$ cat config.mk
export PLATFORM = sky130hd
export DESIGN_NAME = clk_period_meter
export DESIGN_NICKNAME = d
export VERILOG_FILES = /design/src/rtl/maze_timing_pkg.sv /design/src/rtl/sync_edge.sv /design/src/rtl/clk_period_meter.sv
export SDC_FILE = /design/constraint.sdc
export NUM_CORES = 1
export LEC_CHECK = 0
export CAP_MARGIN = 15
export CORE_ASPECT_RATIO = 0.6
export CORE_MARGIN = 2
export CORE_UTILIZATION = 50
export CTS_CLUSTER_DIAMETER = 100
export DETAILED_ROUTE_END_ITERATION = 10
export HOLD_SLACK_MARGIN = 0.06
export PLACE_DENSITY = 0.71
export SKIP_CTS_REPAIR_TIMING = 1
export SLEW_MARGIN = 40
export SYNTH_ARGS = -nofsm -noshare
export SYNTH_HDL_FRONTEND = slang
export SYNTH_SLANG_ARGS = --single-unit
$ cat constraint.sdc
create_clock -name I_CLK -period 2.35 [get_ports I_CLK]
set_input_delay 0.235 -clock I_CLK [delete_from_list [all_inputs] [get_ports I_CLK]]
set_output_delay 0.235 -clock I_CLK [all_outputs]
set_load 0.005 [all_outputs]
$ cat src/rtl/maze_timing_pkg.sv
// Shared timing definitions for the maze clocking/diagnostic blocks.
package maze_timing_pkg;

  typedef enum logic [1:0] {
    IDLE    = 2'd0,
    ARM     = 2'd1,
    MEASURE = 2'd2,
    TIMEOUT = 2'd3
  } meter_state_t;

  localparam int unsigned PERIOD_W       = 32;
  localparam int unsigned PERIOD_TIMEOUT = 250000000;

endpackage

$ cat src/rtl/sync_edge.sv
// Two-flop synchroniser for an asynchronous level, plus a delay stage
// that yields single-cycle rise/fall pulses in the I_CLK domain.
module sync_edge (
  input  logic I_CLK,
  input  logic rst,
  input  logic din,
  output logic level,
  output logic rise,
  output logic fall
);

  logic s1_r;
  logic s2_r;
  logic s3_r;

  // synchroniser chain; s3 is the previous synchronised value
  always_ff @(posedge I_CLK or negedge rst) begin
    if (!rst) begin
      s1_r <= 1'b0;
      s2_r <= 1'b0;
      s3_r <= 1'b0;
    end else begin
      s1_r <= din;
      s2_r <= s1_r;
      s3_r <= s2_r;
    end
  end

  assign level = s2_r;
  assign rise  = s2_r & ~s3_r;
  assign fall  = ~s2_r & s3_r;

endmodule

$ cat src/rtl/clk_period_meter.sv
// Measures period and high time of a slow external signal in I_CLK cycles,
// with a one-cycle valid strobe per period and a loss-of-signal timeout.
module clk_period_meter
  import maze_timing_pkg::*;
#(
  parameter int unsigned W           = PERIOD_W,
  parameter int unsigned TIMEOUT_CYC = PERIOD_TIMEOUT
) (
  input  logic         I_CLK,
  input  logic         rst,
  input  logic         sig_in,
  input  logic         en,
  output logic [W-1:0] period,
  output logic [W-1:0] high_time,
  output logic         period_valid,
  output logic         locked,
  output logic         timeout
);

  localparam logic [W-1:0] ZERO        = {W{1'b0}};
  localparam logic [W-1:0] ONE         = {{(W-1){1'b0}}, 1'b1};
  localparam logic [W-1:0] HMAX        = {W{1'b1}};
  localparam logic [W-1:0] TIMEOUT_LIM = W'(TIMEOUT_CYC);

  logic         level_s;
  logic         rise_s;
  logic         fall_s;
  logic [W-1:0] hcnt_nxt_s;
  logic [W-1:0] cnt_r;
  logic [W-1:0] hcnt_r;
  meter_state_t state_r;

  sync_edge u_sync_edge (
    .I_CLK (I_CLK),
    .rst   (rst),
    .din   (sig_in),
    .level (level_s),
    .rise  (rise_s),
    .fall  (fall_s)
  );

  // high-time counter restarts on rise and saturates while the signal stays high
  always_comb begin
    hcnt_nxt_s = hcnt_r;
    if (rise_s) begin
      hcnt_nxt_s = ONE;
    end else if (level_s && (hcnt_r != HMAX)) begin
      hcnt_nxt_s = hcnt_r + ONE;
    end else begin
      hcnt_nxt_s = hcnt_r;
    end
  end

  // measurement FSM with period/high-time capture and status flags
  always_ff @(posedge I_CLK or negedge rst) begin
    if (!rst) begin
      state_r      <= IDLE;
      cnt_r        <= ZERO;
      hcnt_r       <= ZERO;
      period       <= ZERO;
      high_time    <= ZERO;
      period_valid <= 1'b0;
      locked       <= 1'b0;
      timeout      <= 1'b0;
    end else begin
      period_valid <= 1'b0;
      if (!en) begin
        // disable beats any coincident edge; results are kept
        state_r <= IDLE;
        cnt_r   <= ZERO;
        hcnt_r  <= ZERO;
        locked  <= 1'b0;
        timeout <= 1'b0;
      end else begin
        case (state_r)
          IDLE: begin
            state_r <= ARM;
            cnt_r   <= ZERO;
            hcnt_r  <= ZERO;
          end
          ARM: begin
            hcnt_r <= hcnt_nxt_s;
            if (rise_s) begin
              state_r <= MEASURE;
              cnt_r   <= ONE;
            end else if (cnt_r == TIMEOUT_LIM) begin
              state_r <= TIMEOUT;
              timeout <= 1'b1;
              locked  <= 1'b0;
            end else begin
              cnt_r <= cnt_r + ONE;
            end
          end
          MEASURE: begin
            hcnt_r <= hcnt_nxt_s;
            if (fall_s) begin
              high_time <= hcnt_r;
            end
            if (rise_s) begin
              period       <= cnt_r;
              period_valid <= 1'b1;
              locked       <= 1'b1;
              cnt_r        <= ONE;
            end else if (cnt_r == TIMEOUT_LIM) begin
              state_r <= TIMEOUT;
              timeout <= 1'b1;
              locked  <= 1'b0;
            end else begin
              cnt_r <= cnt_r + ONE;
            end
          end
          TIMEOUT: begin
            hcnt_r <= hcnt_nxt_s;
            if (rise_s) begin
              state_r <= MEASURE;
              cnt_r   <= ONE;
              timeout <= 1'b0;
            end else begin
              cnt_r <= cnt_r;
            end
          end
          default: begin
            state_r <= IDLE;
            cnt_r   <= ZERO;
            hcnt_r  <= ZERO;
            locked  <= 1'b0;
            timeout <= 1'b0;
          end
        endcase
      end
    end
  end

endmodule
# After elaboration in Yosys (flattened, before gate mapping)
# Cells that the tools add are included.
dict set report totals {
  regBits 136
  latchBits 0
  ramBits 0
  romBits 0
  word_cells 69
  n_memories 0
}
dict set report classes {
  add_sub_neg 2
  mul 0
  div_mod_pow 0
  n_lt_le_gt_ge 0
  n_eq_ne 14
  n_shift 0
  mux 28
  bitwise_logic 4
  reduce_logical 10
}
# operator n
set op_table {}
lappend op_table {{32-bit two-way mux} 7}
lappend op_table {{32-bit one-hot mux with 3 select lines} 1}
lappend op_table {{32-bit by 1-bit adder with 32-bit output, second input constant} 2}
lappend op_table {{32-bit one-hot mux with 2 select lines} 1}
lappend op_table {{32-bit by 28-bit == test with 1-bit output, second input constant} 1}
lappend op_table {{32-bit inequality test, second input constant} 1}
lappend op_table {{3-bit inequality test, second input constant} 4}
lappend op_table {{1-bit two-way mux} 11}
lappend op_table {{2-bit two-way mux} 5}
lappend op_table {{2-bit one-hot mux with 4 select lines} 1}
lappend op_table {{3-bit by 2-bit inequality test with 1-bit output, second input constant} 2}
lappend op_table {{2-bit AND reduction} 3}
lappend op_table {{3-bit AND reduction} 2}
lappend op_table {{2-bit == test, second input constant} 2}
lappend op_table {{4-bit by 2-bit inequality test with 1-bit output, second input constant} 1}
lappend op_table {{4-bit inequality test, second input constant} 1}
lappend op_table {{1-bit one-hot mux with 2 select lines} 2}
lappend op_table {{4-bit AND reduction} 1}
lappend op_table {{3-bit by 1-bit inequality test with 1-bit output, second input constant} 1}
lappend op_table {{3-bit OR reduction} 1}
lappend op_table {{1-bit AND} 2}
lappend op_table {{2-bit by 1-bit == test with 1-bit output, second input constant} 1}
lappend op_table {{2-bit logical NOT} 1}
lappend op_table {{1-bit NOT} 2}
lappend op_table {{2 further kinds} 2}

# Depth between registers and ports, before layout
# Gate-level depths: netlist of the first run.
dict set report depth {
  ltp_word 6
  mapped_depth 8
  mapped_depth_nobuf 7
}

# Hierarchy
# From an unflattened synthesis of the first run, not the netlist that was laid out.
dict set report hier_totals {
  hier_cells 630
  area_unflattened_um2 6598.8
}
# module n_inst cells_each area_per_inst_um2 seq_area_each_um2
set by_module_without_submodules {}
lappend by_module_without_submodules {clk_period_meter 1 625 6508.7 3328.2}
lappend by_module_without_submodules {sync_edge 1 5 90.1 75.1}

# Worst setup path before layout of the first run
# No wires, ideal clock.
dict set report synth_timing {
  path_type {register -> register}
  from {register state_r[1]}
  to {register cnt_r[14]}
  setup_ps 110
  arrival_ps 1881
  t_required_ps 2240
  slack_ps 359
  stages_incl_launch_ff 8
  n_path_buf 1
  synth_period_minus_slack_ps 1991
  path_cell_list {dfrtp_1 -> inv_1 -> ha_1 -> clkbuf_1 -> nand3_1 -> nor4_2 -> o31ai_1 -> o41ai_1}
}
dict set report synth_via {
  elab_chain_cells 4
}
# item line_no
set synth_rtl {}
lappend synth_rtl {{from (decl)} clk_period_meter.sv:31} ;# meter_state_t state_r;
lappend synth_rtl {{from (signal assigned)} clk_period_meter.sv:57} ;# state_r <= IDLE;
lappend synth_rtl {{from (signal assigned)} clk_period_meter.sv:69} ;# state_r <= IDLE;
lappend synth_rtl {{from (signal assigned)} clk_period_meter.sv:77} ;# state_r <= ARM;
lappend synth_rtl {{2-bit == test or 2-bit by 1-bit == test with 1-bit output (tied branches)} clk_period_meter.sv:75} ;# case (state_r)
lappend synth_rtl {{2-bit OR reduction (no source line)} --}
lappend synth_rtl {{32-bit one-hot mux with 3 select lines or 4-bit inequality test (tied branches)} --}
lappend synth_rtl {{32-bit two-way mux or 2-bit AND reduction (tied branches)} --}
lappend synth_rtl {{to (signal assigned)} clk_period_meter.sv:91} ;# cnt_r <= cnt_r + ONE;
lappend synth_rtl {{to (signal assigned)} clk_period_meter.sv:109} ;# cnt_r <= cnt_r + ONE;
lappend synth_rtl {{to (signal assigned)} clk_period_meter.sv:119} ;# cnt_r <= cnt_r;
lappend synth_rtl {{to (decl)} clk_period_meter.sv:29} ;# logic [W-1:0] cnt_r;
# Parallel ways exist; a longest one is shown, timed or not.
# A chain may end at the register's enable or synchronous reset.

# Worst setup path in the final report of the first run
dict set report layout_timing {
  from {register cnt_r[5]}
  to {register cnt_r[13]}
}
dict set report layout_via {
  elab_chain_cells 5
}
# item line_no
set layout_rtl {}
lappend layout_rtl {{32-bit by 1-bit adder with 32-bit output} {clk_period_meter.sv:91, clk_period_meter.sv:109}}
lappend layout_rtl {{32-bit two-way mux} {clk_period_meter.sv:86, clk_period_meter.sv:104}}
lappend layout_rtl {{32-bit two-way mux} clk_period_meter.sv:99} ;# if (rise_s) begin
lappend layout_rtl {{32-bit one-hot mux with 3 select lines} clk_period_meter.sv:75}
lappend layout_rtl {{32-bit two-way mux} clk_period_meter.sv:67} ;# if (!en) begin
# Parallel ways exist; a longest one is shown, timed or not. The select of a mux whose other input is x is not followed.

==> impl_metrics.ini, run 1 <==
[setup_path]
start_kind = register
required_ns = 2.65
critical_path.top_delay_family = simple AND/OR/NAND/NOR gates
cp_num_buf_inv = 0
cp-end-kind = register
path_max_fanout = 7
cpMostUsedCell = nand4_1
worst-setup-path-type = register to register
cp.arrival_ns = 2.54
slowest_delay_ns = 0.46
cpMaxStageDelayCell = dfrtp_1
cp_cell_sequence = nand4_1, nor2_1, nand4_1, and3_1, a211o_1

[yosys]
synthCells = 701
ys_ff_latch = 136
synthAdderAreaFrac = 0.0150
async_flop_share = 1.00
synth_top_area_share = 0.509
synth_area_leaders = dfrtp_1 51%, nand2_1 7.6%, mux2_2 4.7%
synth_largest_area_cell = dfrtp_1
synth_most_common_cell = dfrtp_1
synth_compound_area_frac = 0.107
synth_nets = 713
synth-xor-area-share = 0.0131
yosys.area_share.simple = 0.256
synth_top_family_by_area = simple AND/OR/NAND/NOR gates
syn_avg_cell_area_um2 = 9.55
yosys.cell_types.count = 51
syn_area_um2 = 6690
yosys_warnings = 0
synth_flop_cell = dfrtp_1
synthTopCellsByCount = 136 x dfrtp_1, 135 x nand2_1, 40 x nand3_1
yosysSeqAreaShare = 0.509
synthMuxAreaShare = 0.0651
synth_edf_count = 0

[layout]
synthToLayoutAreaGrowth_pct = 26.4
fin_cells = 982
fill_cells = 1027
drive_gt1_frac = 0.138
post-route-util = 0.652
diodes = 0
nNetsFinal = 811

[pwr]
ir_worst_vdd_mv = 0.389
cellLeakagePower_nw = 3.78
power_mw = 5.43
powerDensity_nw_per_um2 = 641

[global_routing]
grtUsageMet2 = 0.375
grt-ovfl-total = 0
grt.total_usage = 0.277
grt_pass1_vias = 5653
grt_pass1_wl_mm = 31.0
antenna_found_initial = 0
grt_max_degree = 69
grt_use_met1 = 0.443
met3_usage = 0.0732
busiest_layer = met1

[die]
dieHeight_um = 93.6
std_cell_rows = 32
dieArea_um2 = 14400
dieWidth_um = 153
core_um2 = 13000
ios = 71
start_util = 0.516

[cts]
cts_buffer_depth = 2
cts_tree = done
numCtsBuffers = 17
path_clk_slew_ns = 0.06
worst_skew_pair.late_latency_ns = 0.41
h-tree-depth = 4
cts.root.buffer_cell = clkbuf_16
clkSinkCount = 136

[worst_hold_path]
hold_path.class = input pin to register

[run_status]
status = finished, final reports clean

[route]
drt_wl_total_mm = 19.0
drt-initial-drc-count = 616
antenna_left = 0
drtPass1Iterations = 6
vias = 5975
drc = 0
viasPerCell = 6.08
drt-wirelength-per-cell_um = 19.4

[timing]
hold_viol_final = 0
setup_viol = 0
timing.fmax_mhz = 446
final.setup.tns_ns = 0
drv_slew = 0
min_period_ns = 2.24
worst_slew_pin_slew_ns = 0.661
period_share = 0.955
fin_skew_ns = 0.0107
slew_headroom = 0.559
grt_setup_unrepaired = false
fin_hold_ws_ns = 0.266

[placed_design]
portBuffers = 70
gp_congestion = 1.04
dp_hpwl_mm = 13.5
dp.cells = 949

[flow_run]
maxCapViolCount = 0
## cell families after synthesis
group | count (synthesis)
xor+xnor | 10
compound gates | 112
simple gates | 339
flops | 136
mux | 40
fa+ha+maj | 8
buf+inv | 56
## report_power, final
part	switching [mW]	total [mW]	internal (mW)
Sequential	0.0122	2.37	2.35
Combinational	0.177	0.260	0.0832
Clock	1.01	2.80	1.79
## cell type report
cell class | instances | area (um^2) | share of cell area
Sequential cell | 136 | 3400 | 0.402
Multi-Input combinational cell | 509 | 3070 | 0.362
Timing Repair Buffer | 118 | 1090 | 0.129
Clock buffer | 22 | 484 | 0.0572
Tap cell | 170 | 213 | 0.0251
Clock inverter | 10 | 141 | 0.0167
Inverter | 17 | 63.8 | 0.00754
## worst paths after layout
path                                       startpoint                          end  slack [ns]  depth (start not counted)
min in group asynchronous                         rst    high_time[18]$_DFFE_PN0P_        0.39                          2
max reg2reg                      cnt_r[5]$_DFFE_PN0P_        cnt_r[13]$_DFFE_PN0P_        0.11                          5
max                              cnt_r[5]$_DFFE_PN0P_        cnt_r[13]$_DFFE_PN0P_        0.11                          5
max in group asynchronous                         rst        hcnt_r[5]$_DFFE_PN0P_        1.32                          3
min reg2reg                u_sync_edge.s1_r$_DFF_PN0_  u_sync_edge.level$_DFF_PN0_        0.35                          0
min                                            sig_in   u_sync_edge.s1_r$_DFF_PN0_        0.27                          1
## routing by layer
layer | vias to the layer above | wire, um
li1 | 2731 | -
met1 | 2922 | 9370
met2 | 306 | 7580
met3 | 16 | 1970
met4 | 0 | 126
met5 | - | 0
## stage by stage
stage / area (um^2) / worst slack (ns)
global route: 8460 / 0.000682
detailed placement: 7820 / 0.166
finish: 8460 / 0.106
CTS: 8440 / 0.153
global placement: 7820 / 0.252
floorplan: 6690 / 0.359
## state kept, by name, indices dropped and copies added, names as in the netlist
| register | count |
|---|---|
| u_sync_edge.s3_r | 1 |
| hcnt_r | 32 |
| state_r | 2 |
| locked | 1 |
| period_valid | 1 |
| timeout | 1 |
| period | 32 |
| u_sync_edge.level | 1 |
| cnt_r | 32 |
| u_sync_edge.s1_r | 1 |
| high_time | 32 |
## cells in the final DEF, fill, tap and decap left out, drive strengths merged, types with 3 or more instances in the layout
cell type	instances
buf	48
nand2	135
nor4	17
and4	8
a31oi	8
and3	18
xnor2	9
inv	18
nand3	41
mux2i	12
clkdlybuf4s50	69
ha	8
mux2	28
clkinv	4
o41ai	3
o21ai	36
o31ai	18
nor4bb	3
a21oi	23
nor3	21
nor4b	4
clkbuf	22
nor2	29
nand4	17
dfrtp	136
bufinv	3
nand2b	5
and2	8
a211o	6
o22a	3
or4	8
o211ai	3
or3	18
nor2b	3
Note: power is estimated with default switching activity, not from simulation.
==> run 2: changes to the inputs <==
ABC_AREA = 1   (was not set)
SLEW_MARGIN = 20   (was 40)
==> impl_metrics.ini, run 2 <==
[yosys]
synthCells = 978
yosys_warnings = 0
yosys.cell_types.count = 35
synthTopCellsByCount = 273 x nand2_1, 139 x nor2_1, 136 x dfrtp_1
synth_top_area_share = 0.468
async_flop_share = 1.00
synth_edf_count = 0
syn_area_um2 = 7280
synth_flop_cell = dfrtp_1
syn_avg_cell_area_um2 = 7.44
synth_largest_area_cell = dfrtp_1
yosysSeqAreaShare = 0.468
synth_area_leaders = dfrtp_1 47%, nand2_1 14%, nor2_1 7.2%
ys_ff_latch = 136
synth_most_common_cell = nand2_1
synth_nets = 990

[route]
drt-wirelength-per-cell_um = 15.0
drc = 0
drt-initial-drc-count = 891
viasPerCell = 5.29
vias = 6685
drtPass1Iterations = 8
antenna_left = 0
drt_wl_total_mm = 18.9

[setup_path]
r2r_slack_ns = 0.32
cp-end-kind = register
reg2reg_to = cnt_r[15]$_DFFE_PN0P_
crit_start = cnt_r[0]$_DFFE_PN0P_
required_ns = 2.69
path_max_fanout = 5
reg2regPathDepth = 11
start_kind = register
worst-setup-path-type = register to register
timing.rr.start = cnt_r[0]$_DFFE_PN0P_
cp.arrival_ns = 2.37

[timing]
period_share = 0.864
slew_headroom = 0.610
min_period_ns = 2.03
fin_hold_ws_ns = 0.262
final.setup.tns_ns = 0
fin_ws_ns = 0.319
hold_viol_final = 0
setup_viol = 0
timing.fmax_mhz = 492
grt_setup_unrepaired = false
fin_skew_ns = 0.0112
drv_slew = 0
worst_slew_pin_slew_ns = 0.584

[layout]
layout_commonest_cell = nand2_1
fill_cells = 1318
fin_area_um2 = 8790
post-route-util = 0.613
synthToLayoutAreaGrowth_pct = 20.8
nNetsFinal = 1065
drive_gt1_frac = 0.0864
final_cell_mix = 273 x nand2_1, 139 x nor2_1, 136 x dfrtp_1, 109 x inv_1, 74 x o21ai_0
fin_cells = 1263
diodes = 0

[worst_hold_path]
hp-start = sig_in
hold_path.class = input pin to register
hold_depth = 1
hold-path-endpoint = u_sync_edge.s1_r$_DFF_PN0_

[cts]
numCtsBuffers = 17
path_clk_slew_ns = 0.06
worst_skew_pair.late_latency_ns = 0.42
cts_buffer_depth = 2
clkSinkCount = 136
cts.root.buffer_cell = clkbuf_16
h-tree-depth = 4
cts_tree = done

[die]
std_cell_rows = 34
core_um2 = 14300
dieArea_um2 = 15600
dieWidth_um = 160
start_util = 0.508
dieHeight_um = 97.4
ios = 71

[pwr]
cellLeakagePower_nw = 3.74
powerDensity_nw_per_um2 = 616
power_mw = 5.41
ir_worst_vdd_mv = 0.473

[flow_run]
maxCapViolCount = 0

[placed_design]
dp.cells = 1231
place_area_um2 = 8180
dp_slack_ns = 0.350
dp_hpwl_mm = 13.9
portBuffers = 70
gp_congestion = 0.964

[global_routing]
grt-ovfl-total = 0
grt_max_degree = 66
grt.total_usage = 0.256
grt_pass1_vias = 6029
grt_pass1_wl_mm = 31.6
antenna_found_initial = 0

[run_status]
status = finished, final reports clean
run 2: changes by cell type after synthesis, sizes merged, moves of 22 or more:
cell,before,now
mux2,28,6
nand2,135,281
o21ai,36,82
nor2,29,151
nand3,41,68
inv,17,116
run 2: logic make-up (layout without fill, tap and decap cells):
logic type	after synthesis	in the layout	share of synthesized area
flip-flops	136	136	0.468
buffers and inverters	148	235	0.0880
XOR/XNOR	1	1	0.00120
adder cells (fa/ha/maj)	8	8	0.0138
AND/OR/NAND/NOR	565	565	0.337
AO/OA/AOI/OAI	114	114	0.0830
multiplexers	6	6	0.00928
run 2: final cells by class:
class                   instances  area [um^2]  area share
clock buffers                  20          447      0.0508
clock inverters                11          148      0.0168
inverters                     117          439      0.0500
multi-input cells             694         3230       0.368
flip-flops and latches        136         3400       0.387
well taps                     198          248      0.0282
repair buffers                 87          870      0.0989
run 2: routing by layer:
metal,GRT usage,vias up,part of all wire
met4,0.0559,0,0.0049
met3,0.0525,13,0.095
met5,0,-,0
met1,0.450,3082,0.55
met2,0.305,304,0.35
li1,-,3286,-
run 2: critical path, cell delays in order (launching register included):
cell     delay (ns)
dfrtp_1        0.40
inv_1          0.09
buf_4          0.16
nor2_1         0.24
nand2_1        0.20
nor2_2         0.20
nand2_1        0.12
inv_1          0.22
nand3_1        0.12
nand2_1        0.08
nand2_1        0.04
nor2_1         0.07
run 2: how the worst max path moves through the flow:
stage                            end  slack [ns]  cells after the start
5_1_grt        cnt_r[11]$_DFFE_PN0P_        0.14                      9
2_1_floorplan  cnt_r[14]$_DFFE_PN0P_        0.66                     11
4_1_cts        cnt_r[11]$_DFFE_PN0P_        0.34                     10
6_report       cnt_r[15]$_DFFE_PN0P_        0.32                     11
3_3_place_gp   cnt_r[28]$_DFFE_PN0P_        0.38                      9
3_5_place_dp   hcnt_r[9]$_DFFE_PN0P_        0.35                     11
run 2: report_power, final:
part / leakage, nW / internal [mW] / switching (mW)
sequential: 1.89 / 2.36 / 0.0187
combinational: 1.56 / 0.0938 / 0.215
clock: 0.291 / 1.70 / 1.03
total: 3.74 / 4.15 / 1.26
